`config.mk`:
```
export PLATFORM = sky130hd
export DESIGN_NAME = cla_seq_ctrl
export DESIGN_NICKNAME = d
export VERILOG_FILES = /design/src/rtl/cla_seq_pkg.sv /design/src/rtl/cla4_slice.sv /design/src/rtl/cla_seq_ctrl.sv
export SDC_FILE = /design/constraint.sdc
export NUM_CORES = 1
export LEC_CHECK = 0
export BUFFER_PORTS_ARGS = -buffer_cell sky130_fd_sc_hd__buf_2
export CELL_PAD_IN_SITES_DETAIL_PLACEMENT = 1
export CELL_PAD_IN_SITES_GLOBAL_PLACEMENT = 2
export CORE_AREA = 5 5 93 95
export CTS_BUF_LIST = sky130_fd_sc_hd__clkbuf_8
export DETAILED_ROUTE_END_ITERATION = 10
export DIE_AREA = 0 0 98 100
export PLACE_DENSITY_LB_ADDON = 0.1
export SLEW_MARGIN = 20
export SYNTH_ARGS = -nofsm -noshare
export SYNTH_HDL_FRONTEND = slang
export SYNTH_SLANG_ARGS = --single-unit
export TNS_END_PERCENT = 20
```
`constraint.sdc`:
```
create_clock -name clk -period 2.3 [get_ports clk]
set_clock_uncertainty 0.1 [all_clocks]
set_input_delay 0.46 -clock clk [delete_from_list [all_inputs] [get_ports clk]]
set_output_delay 0.46 -clock clk [all_outputs]
set_load 0.05 [all_outputs]
```
`src/rtl/cla_seq_pkg.sv`:
```
`default_nettype none
// ============================================================================
// Module   : cla_seq_pkg
// Purpose  : Shared types and constants for the nibble-serial CLA adder
//            controller (state enum, slice width).
// Revision : 1.0 - initial release
// ============================================================================
package cla_seq_pkg;

   // Width of one carry-lookahead slice; operands are processed in chunks of this.
   localparam int NIB_W = 4;

   // Controller states; IDLE must encode as zero so reset lands there.
   typedef enum logic [1:0] {
      IDLE = 2'd0,
      RUN  = 2'd1,
      DONE = 2'd2
   } state_t;

endpackage : cla_seq_pkg
`default_nettype wire

```
`src/rtl/cla4_slice.sv`:
```
`default_nettype none
// ============================================================================
// Module   : cla4_slice
// Purpose  : Combinational 4-bit carry-lookahead adder slice. Exposes the
//            carry into the MSB (c3) alongside the carry out so the caller
//            can derive signed overflow.
// Revision : 1.0 - initial release
// ============================================================================
module cla4_slice (
   input  logic [3:0] p,
   input  logic [3:0] q,
   input  logic       cin,
   output logic [3:0] sum,
   output logic       c3,
   output logic       cout
);

   logic [3:0] w_g;   // carry generate per bit
   logic [3:0] w_t;   // carry propagate per bit
   logic [3:0] w_c;   // carry into each bit

   // Per-bit generate/propagate terms.
   for (genvar i = 0; i < 4; i++) begin : g_pg
      assign w_g[i] = p[i] & q[i];
      assign w_t[i] = p[i] ^ q[i];
   end

   // Flattened lookahead carries: every carry is a two-level function of g/t/cin.
   always_comb begin
      w_c[0] = cin;
      w_c[1] = w_g[0] | (w_t[0] & cin);
      w_c[2] = w_g[1] | (w_t[1] & w_g[0]) | (w_t[1] & w_t[0] & cin);
      w_c[3] = w_g[2] | (w_t[2] & w_g[1]) | (w_t[2] & w_t[1] & w_g[0])
             | (w_t[2] & w_t[1] & w_t[0] & cin);
      cout   = w_g[3] | (w_t[3] & w_g[2]) | (w_t[3] & w_t[2] & w_g[1])
             | (w_t[3] & w_t[2] & w_t[1] & w_g[0])
             | (w_t[3] & w_t[2] & w_t[1] & w_t[0] & cin);
      c3     = w_c[3];
      sum    = w_t ^ w_c;
   end

endmodule : cla4_slice
`default_nettype wire

```
`src/rtl/cla_seq_ctrl.sv`:
```
`default_nettype none
// ============================================================================
// Module   : cla_seq_ctrl
// Purpose  : Nibble-serial adder: accepts a, b, cin via a valid/ready
//            handshake, adds one nibble per clock through a single 4-bit CLA
//            slice (LSB first) and holds sum/cout until the consumer takes it.
// Options  : CLA_SEQ_OVF_EN - adds the registered signed-overflow output ovf.
// Revision : 1.0 - initial release
// ============================================================================
module cla_seq_ctrl
   import cla_seq_pkg::*;
#(
   parameter int WIDTH = 16
) (
   input  logic             clk,
   input  logic             rst_n,
   input  logic             start_valid,
   output logic             start_ready,
   input  logic [WIDTH-1:0] a,
   input  logic [WIDTH-1:0] b,
   input  logic             cin,
   output logic             res_valid,
   input  logic             res_ready,
   output logic [WIDTH-1:0] sum,
   output logic             cout,
   output logic             busy
`ifdef CLA_SEQ_OVF_EN
   ,
   output logic             ovf
`endif
);

   localparam int NIB   = WIDTH / NIB_W;
   localparam int CNT_W = (NIB > 1) ? $clog2(NIB) : 1;

   state_t             r_state;
   state_t             w_next;
   logic [CNT_W-1:0]   r_k;        // index of the nibble being processed
   logic [WIDTH-1:0]   r_a;
   logic [WIDTH-1:0]   r_b;
   logic               r_carry;    // carry between consecutive nibbles
   logic [WIDTH-1:0]   r_sum;
   logic               r_cout;

   logic               w_accept;
   logic               w_last;
   logic [WIDTH-1:0]   w_a_shift;
   logic [WIDTH-1:0]   w_b_shift;
   logic [NIB_W-1:0]   w_slice_sum;
   logic               w_c3;
   logic               w_c4;

   assign w_accept  = start_valid && (r_state == IDLE);
   assign w_last    = (r_k == CNT_W'(NIB - 1));
   // Shift the latched operands so the active nibble sits at the bottom.
   assign w_a_shift = r_a >> (int'(r_k) * NIB_W);
   assign w_b_shift = r_b >> (int'(r_k) * NIB_W);

   cla4_slice u_slice (
      .p    (w_a_shift[NIB_W-1:0]),
      .q    (w_b_shift[NIB_W-1:0]),
      .cin  (r_carry),
      .sum  (w_slice_sum),
      .c3   (w_c3),
      .cout (w_c4)
   );

   // State register.
   always_ff @(posedge clk or negedge rst_n) begin
      if (!rst_n) r_state <= IDLE;
      else        r_state <= w_next;
   end

   // Next-state: a result is only released back to IDLE, never straight into RUN.
   always_comb begin
      w_next = r_state;
      case (r_state)
         IDLE:    if (w_accept)  w_next = RUN;
         RUN:     if (w_last)    w_next = DONE;
         DONE:    if (res_ready) w_next = IDLE;
         default: w_next = IDLE;
      endcase
   end

   // Handshake and status outputs decoded from the state.
   always_comb begin
      start_ready = (r_state == IDLE);
      res_valid   = (r_state == DONE);
      busy        = (r_state == RUN) || (r_state == DONE);
   end

   // Datapath: operand capture on accept, one slice step per RUN cycle.
   always_ff @(posedge clk or negedge rst_n) begin
      if (!rst_n) begin
         r_k     <= '0;
         r_a     <= '0;
         r_b     <= '0;
         r_carry <= 1'b0;
         r_sum   <= '0;
         r_cout  <= 1'b0;
      end else if (w_accept) begin
         r_a     <= a;
         r_b     <= b;
         r_carry <= cin;
         r_k     <= '0;
      end else if (r_state == RUN) begin
         for (int i = 0; i < NIB; i++) begin
            if (r_k == CNT_W'(i)) r_sum[i*NIB_W +: NIB_W] <= w_slice_sum;
         end
         r_carry <= w_c4;
         if (w_last) begin
            r_cout <= w_c4;
            r_k    <= '0;
         end else begin
            r_k    <= r_k + CNT_W'(1);
         end
      end
   end

`ifdef CLA_SEQ_OVF_EN
   logic r_ovf;

   // Signed overflow: carry into the MSB differs from carry out of it.
   always_ff @(posedge clk or negedge rst_n) begin
      if (!rst_n)                         r_ovf <= 1'b0;
      else if (r_state == RUN && w_last)  r_ovf <= w_c3 ^ w_c4;
   end

   assign ovf = r_ovf;
`endif

   assign sum  = r_sum;
   assign cout = r_cout;

endmodule : cla_seq_ctrl
`default_nettype wire

```
Word-level counts from Yosys, hierarchy flattened
Cells that the tools add are included.

operators by class
  add/sub/neg operators = 1
  eq/ne operators = 8
  shift-type cells = 2
  mux-type cells = 9
  bitwise logic cells = 36
  reductions and logical operators = 10

operators with widths
  kind                                                    count
  >> shifter 16 x 4 -> 4 bit                              2
  AND 1 bit                                               20
  AND reduction 3 bit                                     5
  2-to-1 mux 2 bit                                        6
  OR 1 bit                                                10
  == test 2 bit (second input constant)                   3
  one-hot mux 2 bit (3 select lines)                      1
  == test 2 x 1 -> 1 bit (second input constant)          2
  zero test 2 bit                                         2
  inequality test 2 x 1 -> 1 bit (second input constant)  2
  XOR 1 bit                                               4
  XOR 4 bit                                               1
  adder 2 x 1 -> 2 bit (second input constant)            1
  2-to-1 mux 1 bit                                        2
  inequality test 2 bit (second input constant)           1
  nonzero test 2 bit                                      1
  logical AND 1 bit                                       1
  logical OR 1 bit                                        1
  inverter 1 bit                                          1

storage, ports and cells
  register bits = 54
  input bits = 37
  output and inout port bits = 20
  logic and storage cells = 76

Depth between registers and ports, before layout
Gate-level depths: netlist of the first run.

  depth after elaboration = 9
  gate-level depth with buffers = 7
  depth with buffers taken out = 6

Hierarchy
Synthesis of the first run repeated with hierarchy kept, for this count alone.

unflattened totals
  cells, all modules = 168
  area, all modules = 2508.7 µm²

by module, submodules not included
  module        times used  cells each  area each (µm²)  seq. area each (µm²)
  cla_seq_ctrl  1           150         2353.5           1351.3
  cla4_slice    1           18          155.1            0.0

Worst setup path after synthesis of the first run
No wires, ideal clock.

  path type = reg2reg
  from = reg r_k[0]
  to = reg r_sum[15], in the netlist sum[15]
  library setup time = 0.129 ns
  arrival time = 2.115 ns
  data required time = 2.071 ns
  path slack = -0.044 ns
  cell stages (with the launch flop) = 8
  path buffers = 1
  period minus slack after synthesis = 2.344 ns
  cells stage by stage = dfrtp_1 buf_6 mux4_2 ha_1 a211o_1 a21oi_2 xor2_2 o21ai_1

between the ends
  longest elaborated chain between the ends = 7
  elaborated cells on any way between the ends = 20
  classes of those cells = 1 x eq/ne; 2 x shift; 16 x bitwise; 1 x reduce/logical

ends and longest elaborated chain
  element                                        RTL line                                text
  from (decl)                                    cla_seq_ctrl.sv:38                      logic [CNT_W-1:0] r_k;
  from (signal assigned)                         cla_seq_ctrl.sv:115                     r_k <= r_k + CNT_W'(1);
  >> shifter 16 x 4 -> 4 bit (on tied branches)  cla_seq_ctrl.sv:56, cla_seq_ctrl.sv:57
  XOR 1 bit / AND 1 bit (equally long branches)  cla4_slice.sv:25, cla4_slice.sv:24
  AND 1 bit (on tied branches)                   cla4_slice.sv:33, cla4_slice.sv:34
  OR 1 bit, or another cell as far along         cla4_slice.sv:33                        w_c[3] = w_g[2] | (w_t[2] & w_g[1]) | (w_t[2] & w_t[1] & w_g[0])
  OR 1 bit / AND 1 bit (equally long branches)   cla4_slice.sv:33, cla4_slice.sv:34
  OR 1 bit                                       cla4_slice.sv:34                        | (w_t[2] & w_t[1] & w_t[0] & cin);
  XOR 4 bit                                      cla4_slice.sv:39                        sum = w_t ^ w_c;
  to (signal, indexed assignment)                cla_seq_ctrl.sv:108                     if (r_k == CNT_W'(i)) r_sum[i*NIB_W +: NIB_W] <= w_slice_sum;
  to (decl)                                      cla_seq_ctrl.sv:42                      logic [WIDTH-1:0] r_sum;

Several ways; a longest one is shown, not always the timed one.
A chain may end at the register's enable or synchronous reset.

Worst setup path in the final report of the first run
  from = reg r_k[0]
  to = reg r_sum[11], in the netlist sum[11]

The elaborated chain is that of the path after synthesis.

==> results of run 1 <==
[registers in the layout, indices dropped and copies added (netlist names)]
name,cells
sum,16
r_carry,1
cout,1
r_state,2
r_b,16
r_a,16
r_k,2
[cells by family (layout without fill, tap and decap cells)]
kind of cell               after synthesis  in the layout  share of synthesized area (%)
buffers and inverters                   18             92                           4.05
AOI/OAI and AO/OA                       31             31                           7.14
xor gates and xnor gates                 3              3                           1.37
and+or+nand+nor                         26             26                           4.15
adders and majority gates               12             12                           6.38
muxes                                   41             41                           22.3
DFF                                     54             54                           54.7
[cells in the mapped netlist (all sizes together)]
cell type	n
buf	6
nand3	1
mux2	32
inv	12
dfrtp	54
nand2	24
a222oi	1
ha	11
a21oi	4
xor2	3
mux4	8
fa	1
nor3	1
mux2i	1
a211o	1
o211ai	1
a21o	1
o21ai	22
o21a	1
[where the power goes]
part,internal [W],switching (W),total (W)
clock,0.000317,0.000299,0.000617
combinational,0.00144,0.00184,0.00328
sequential,0.00142,0.000244,0.00166
total,0.00317,0.00238,0.00556
[routing by layer]
metal | track usage, % | up-vias | share of wire (%)
li1 | - | 794 | -
met1 | 16.1 | 806 | 47
met2 | 20.4 | 43 | 48
met3 | 2.78 | 3 | 5.0
met4 | 3.19 | 0 | 0.59
met5 | 0 | - | 0
[through the flow]
stage          hold WS, ns  cells  power, W  setup WS (ns)  utilization [%]
3_3_place_gp         0.356    350   0.00471        -0.0380             38.4
3_5_place_dp         0.366    350   0.00475         -0.130             38.4
2_1_floorplan       0.0644    185   0.00383        0.00614                -
5_1_grt             0.0895    361   0.00606         -0.169             40.7
4_1_cts             0.0585    361   0.00559        -0.0553             40.3
6_report            0.0422    361   0.00556        -0.0316             40.7
[final cells by class]
type	count	area, um2
Fill cell	844	4540
Clock inverter	3	37.5
Sequential cell	54	1350
Inverter	12	45.0
Multi-Input combinational cell	113	1070
Timing Repair Buffer	72	408
Clock buffer	5	68.8
Tap cell	102	128
[worst max-delay path by stage]
stage	startpoint	to	depth (start not counted)
CTS	r_k[0]	sum[11]	7
detailed placement	r_k[0]	sum[11]	7
global route	r_k[0]	sum[11]	7
global placement	r_k[0]	sum[15]	7
finish	r_k[0]	sum[11]	7
floorplan	r_k[0]	sum[15]	7
[what timing repair did]
item                                    in CTS  in global routing
gates resized for setup                      4                  5
hold buffers                                 0                  0
endpoints found under the setup margin       9                 10
setup buffers                                3                  0
pin swaps                                    4                  1
==> summary.md, run 1 <==
The area overhead of the layout relative to synthesis was 25.8%. For the critical path arrival, the log shows 2.42 ns. Of all nets on the critical path, the largest fanout is 4. STA classifies the critical path endpoint as a register. In this run the horizontal extent of the chip is 98 um. The run gives 0 as the number of max-slew violations in the final report.

The core area is 7650 um2. The cell depth of the worst flop-to-flop path was 7; the post-detailed-route wirelength per cell was 15.5 um. Cell area after technology mapping: 2470 um2. Row generation in the floorplan step produced 32 rows. Across every metal layer, demand over resource in global routing totals 12.2%.

For this block, the routed nets add up to 5590 um of wire. STA classifies the critical path startpoint as a register. The gate count after technology mapping is 185.

The path class of the tightest hold or removal check is primary input to async pin. Root cell of the clock tree: sky130_fd_sc_hd__clkbuf_8. With fillers left out, the area of the finished cells amounts to 3110 um2.

The largest single stage delay on the critical path is 0.54 ns. The final critical-path setup slack was -0.0316 ns; the routed via count divided by cell count was 4.56. On the critical path, the stage with the largest delay is an instance of sky130_fd_sc_hd__mux4_2. The die height works out to 100 um.

Most frequent standard cell in the layout excluding fill and tap cells: sky130_fd_sc_hd__buf_2. For this design the static power due to leakage is 1.47 nW. The number of buffers created by CTS is 5, and the antenna cell count is 0. The largest net degree at the start of global routing is 25, and the post-synthesis sequential element count is 54. The endpoint identified for the worst register-to-register timing path is sum[11]. The detailed router placed 1646 vias in this run. The run gives 24 as the distinct cell type count of the synthesized netlist.

In this run the critical register-to-register path is launched from r_k[0]. The checks that failed: setup timing. Sequential cells were found to cover 54.7% of the synthesized design area. The number of antenna violations at the first check in global routing was 0; the cell area after placement was 2940 um2. Share of layout cells above drive strength 1: 49.0%. The flow ran to the end, but the final reports show violations. The number of failing hold endpoints at the final stage is 0, and the HPWL after detailed placement is 4370 um. For this run, the top clock speed supported by timing is 0.429 GHz. The data required time at the worst endpoint is 2.39 ns, and the final period utilization is 101%.

The Yosys step of the flow raised 0 warnings. The post-route setup TNS was -0.106 ns; the clock sink total was 54. The worst voltage drop across the vdd grid was 0.557 mV; the weighted congestion reported at the end of routability-driven placement was 0.719.

Category of the critical setup timing path: register to register. The detailed router finished its first iteration with 27 violations. The number of buffer cells added on primary ports is 56, and the number of detailed-route iterations in the first pass is 4.

The clock latency on the worst-skew pair is 0.30 ns, and the remaining global-route overflow is 0. The synthesized design devotes to its leading area cell type 54.7% of total area. In the layout the commonest cells are 56 x sky130_fd_sc_hd__buf_2, 54 x sky130_fd_sc_hd__dfrtp_1, 32 x sky130_fd_sc_hd__mux2_2.

The average instance area after synthesis was 13.4 um2. Setup repair after global routing could not meet its margin everywhere. Measured against its own limit, the worst slew margin works out to 61.5%. The first-pass GRT wire length is 9580 um. Once the floorplan was initialized, standard cells occupied 32.3% of the core.

The signal on the critical path passes through buf_6, mux4_2, ha_4, a211o_1, a21oi_2, xor2_2, o21ai_1. The tools report the number of levels the H-tree was split into as 2. Max-cap violations in this run came to 0. Across all register-to-register paths, the minimum setup slack is -0.03 ns. The routed design could run at a clock period as short as 2.33 ns. The count of unresolved DRC violations after routing is 0, and the clock slew at the register clock pins of the worst setup and hold paths is 0.09 ns. The cell family with the largest share of critical-path delay was compound AO/OA/AOI/OAI gates. TritonCTS built the clock tree. For the number of nets at the end of the flow, the log shows 307. The number of nets produced by synthesis is 234. Sorting the synthesized cells by area gives the leading types as sky130_fd_sc_hd__dfrtp_1 55%, sky130_fd_sc_hd__mux2_2 15%, sky130_fd_sc_hd__mux4_2 7.3%, sky130_fd_sc_hd__ha_1 5.6%, sky130_fd_sc_hd__o21ai_0 3.6%.

The detail route stage leaves a number of antenna-violating nets equal to 0. The cell taking the most area after synthesis was sky130_fd_sc_hd__dfrtp_1. The die covers 9800 um2.

Number of buffers and inverters on the critical path: 1. During I/O placement, the number of pins put on the boundary was 57. The count of final setup violators is 4. Power spread over the standard cell area amounts to 1790 nW/um2.

The buffer levels on the longest clock path was 2; the transition time at the pin with the least slew margin was 0.578 ns. The number of global-route vias before repair was 1897.
No activity file was read; power rests on OpenSTA's default activity.
==> run 2, diff against run 1 <==
- TNS_END_PERCENT: 20 -> unset
==> summary.md, run 2 (synthesis results as in run 1) <==
The run finished, with violations left. The final reports fail on setup timing. The normalized max-slew margin is 61.3% (-0.15 points). The HPWL after detailed placement is 4370 um (unchanged). In this run the worst setup path begins at r_k[0]. TritonCTS built the clock tree. The initial core utilization was 32.3% (unchanged). The critical path arrival is 2.42 ns (about the same).

For the total wire length after detailed routing, the log shows 5590 um (about the same). The tools report the antenna cell count as 0 (unchanged). The run gives 25 (unchanged) as the largest net degree at the start of global routing. Leaving out fill and tap cells, the most frequent cell in the layout is sky130_fd_sc_hd__buf_2.

The worst hold path belongs to the class primary input to async pin. The worst setup path is launched from a register. The run gives 2.39 ns (about the same) as the data required time at the worst endpoint. The tools report the number of buffers created by CTS as 5 (unchanged).

Setup repair after global routing could not meet its margin everywhere. The reg-to-reg setup timing slack is -0.03 ns (about the same), and the routed via count divided by cell count is 4.58 (+0.48%). The run gives 350 (unchanged) as the total placed cells including tap cells. For the maximum clock frequency, the log shows 0.429 GHz (about the same). The startpoint identified for the worst register-to-register timing path is r_k[0]. For the sequential cell area, the log shows 1350 um2 (unchanged). The post-detailed-route wirelength per cell is 15.4 um (-0.59%). The number of buffer cells added on primary ports was 56 (unchanged); the core area was 7650 um2 (unchanged). The tools report the number of placed I/O pins as 57 (unchanged). For the remaining global-route overflow, the log shows 0 (unchanged).

The category of the critical setup timing path was register to register. For the number of levels the H-tree was split into, the log shows 2 (unchanged). Count of unresolved DRC violations after routing: 0 (unchanged). The endpoint identified for the worst register-to-register timing path is sum[11]. The run gives 0 (unchanged) as the number of max-slew violations in the final report.

The width of the chip is 98 um (unchanged), and the total global routing track utilization is 12.2% (-0.044 points). For the total number of vias, the log shows 1663 (+1.0%). The run gives 54 (unchanged) as the clock sink total.

The first-pass GRT wire length is 9570 um (-0.15%). The number of antenna violations at the first check in global routing came out at 0 (unchanged). In the layout the commonest cells are 56 x sky130_fd_sc_hd__buf_2, 54 x sky130_fd_sc_hd__dfrtp_1, 32 x sky130_fd_sc_hd__mux2_2. Final critical-path setup slack: -0.0330 ns (-0.00145 ns). Count of final setup violators: 5 (+1).

The final period utilization was 101% (about the same); the share of layout cells above drive strength 1 was 49.8% (+0.77 points). The root cell of the clock tree was sky130_fd_sc_hd__clkbuf_8. The run gives 0.30 ns (about the same) as the clock latency on the worst-skew pair. The clock slew at the register clock pins of the worst setup and hold paths came out at 0.09 ns (about the same). The number of failing hold endpoints at the final stage is 0 (unchanged). Endpoint type of the worst setup path: a register.

The final cell count without fillers is 363 (+0.55%). The worst-path maximum fanout was 4 (unchanged); the number of maximum-capacitance constraint violations was 0 (unchanged). The cell depth of the worst flop-to-flop path works out to 7 (unchanged). The logs give 32 (unchanged) for the number of rows in the core area and 309 (+0.65%) for the number of nets at the end of the flow. The shortest period the worst path allows works out to 2.33 ns (+0.00145 ns). The die height was 100 um (unchanged); the buffer levels on the longest clock path was 2 (unchanged).

The area of the die came out at 9800 um2 (unchanged). The area of the multi-input gates is 1070 um2 (-0.47%), and the fill cell total of the finished layout is 842 (-0.24%). The area overhead of the layout relative to synthesis is 26.2%. The final antenna-violating net count is 0 (unchanged), and the number of detailed-route iterations in the first pass is 4 (unchanged). The tools report the number of global-route vias before repair as 1905 (+0.42%). The transition time at the pin with the least slew margin is 0.580 ns (+0.00230 ns). The weighted congestion reported at the end of routability-driven placement came out at 0.719 (unchanged). The DRC marker count from the first detailed-route iteration is 21 (-22%).
run 2: cell count changes in the layout (fill, tap and decap cells not counted), sizes merged:
cell,delta
buf,+2
run 2: layout make-up:
cell class	count	share of cell area, %
clock buffer	5	2.21
sequential	54	43.3
inverter	12	1.44
multi-input combinational	113	34.2
tap	102	4.09
timing repair buffer	74	13.6
clock inverter	3	1.20
run 2: timing repair:
| item | CTS | global route |
|---|---|---|
| setup endpoints to repair | 9 | 10 |
| resized for setup | 6 | 7 |
| hold buffers | 0 | 0 |
| buffers inserted | 4 | 1 |
| pin swaps | 4 | 4 |
| hold endpoints to repair | 0 | 0 |
run 2: worst max-delay path by stage:
stage | end | slack, ns
global placement | sum[15] | -0.04
floorplan | sum[15] | 0.006
global route | sum[11] | -0.16
detailed placement | sum[11] | -0.13
CTS | sum[11] | -0.06
finish | sum[11] | -0.03
run 2: worst max-delay path, cell delays in order, from the launching register on:
cell                      delay (ns)
sky130_fd_sc_hd__dfrtp_1        0.40
sky130_fd_sc_hd__buf_6          0.12
sky130_fd_sc_hd__mux4_2         0.54
sky130_fd_sc_hd__ha_4           0.25
sky130_fd_sc_hd__a211o_1        0.27
sky130_fd_sc_hd__a21oi_2        0.21
sky130_fd_sc_hd__xor2_2         0.24
sky130_fd_sc_hd__o21ai_1        0.09
run 2: metal layers:
metal  vias up  GRT usage (%)  wire (um)
met1       819           16.0       2580
met4         0           3.19         33
li1        798              -          -
met3         3           2.78        279
met2        43           20.3       2690
met5         -              0          0
run 2: through the flow:
| stage | util [%] | worst slack (ns) | setup TNS [ns] | instance area, um2 | hold slack [ns] |
|---|---|---|---|---|---|
| finish | 40.8 | -0.0330 | -0.119 | 3120 | 0.0424 |
| global route | 40.8 | -0.164 | -1.06 | 3120 | 0.0895 |
| CTS | 40.5 | -0.0557 | -0.198 | 3100 | 0.0585 |
| detailed placement | 38.4 | -0.130 | -0.855 | 2940 | 0.366 |
| global placement | 38.4 | -0.0380 | -0.166 | 2940 | 0.356 |
| floorplan | - | 0.00614 | 0 | 2480 | 0.0644 |
Power of run 2 is not shown: default switching activity piles up to over one toggle a cycle in this logic, so the estimate is an artifact.
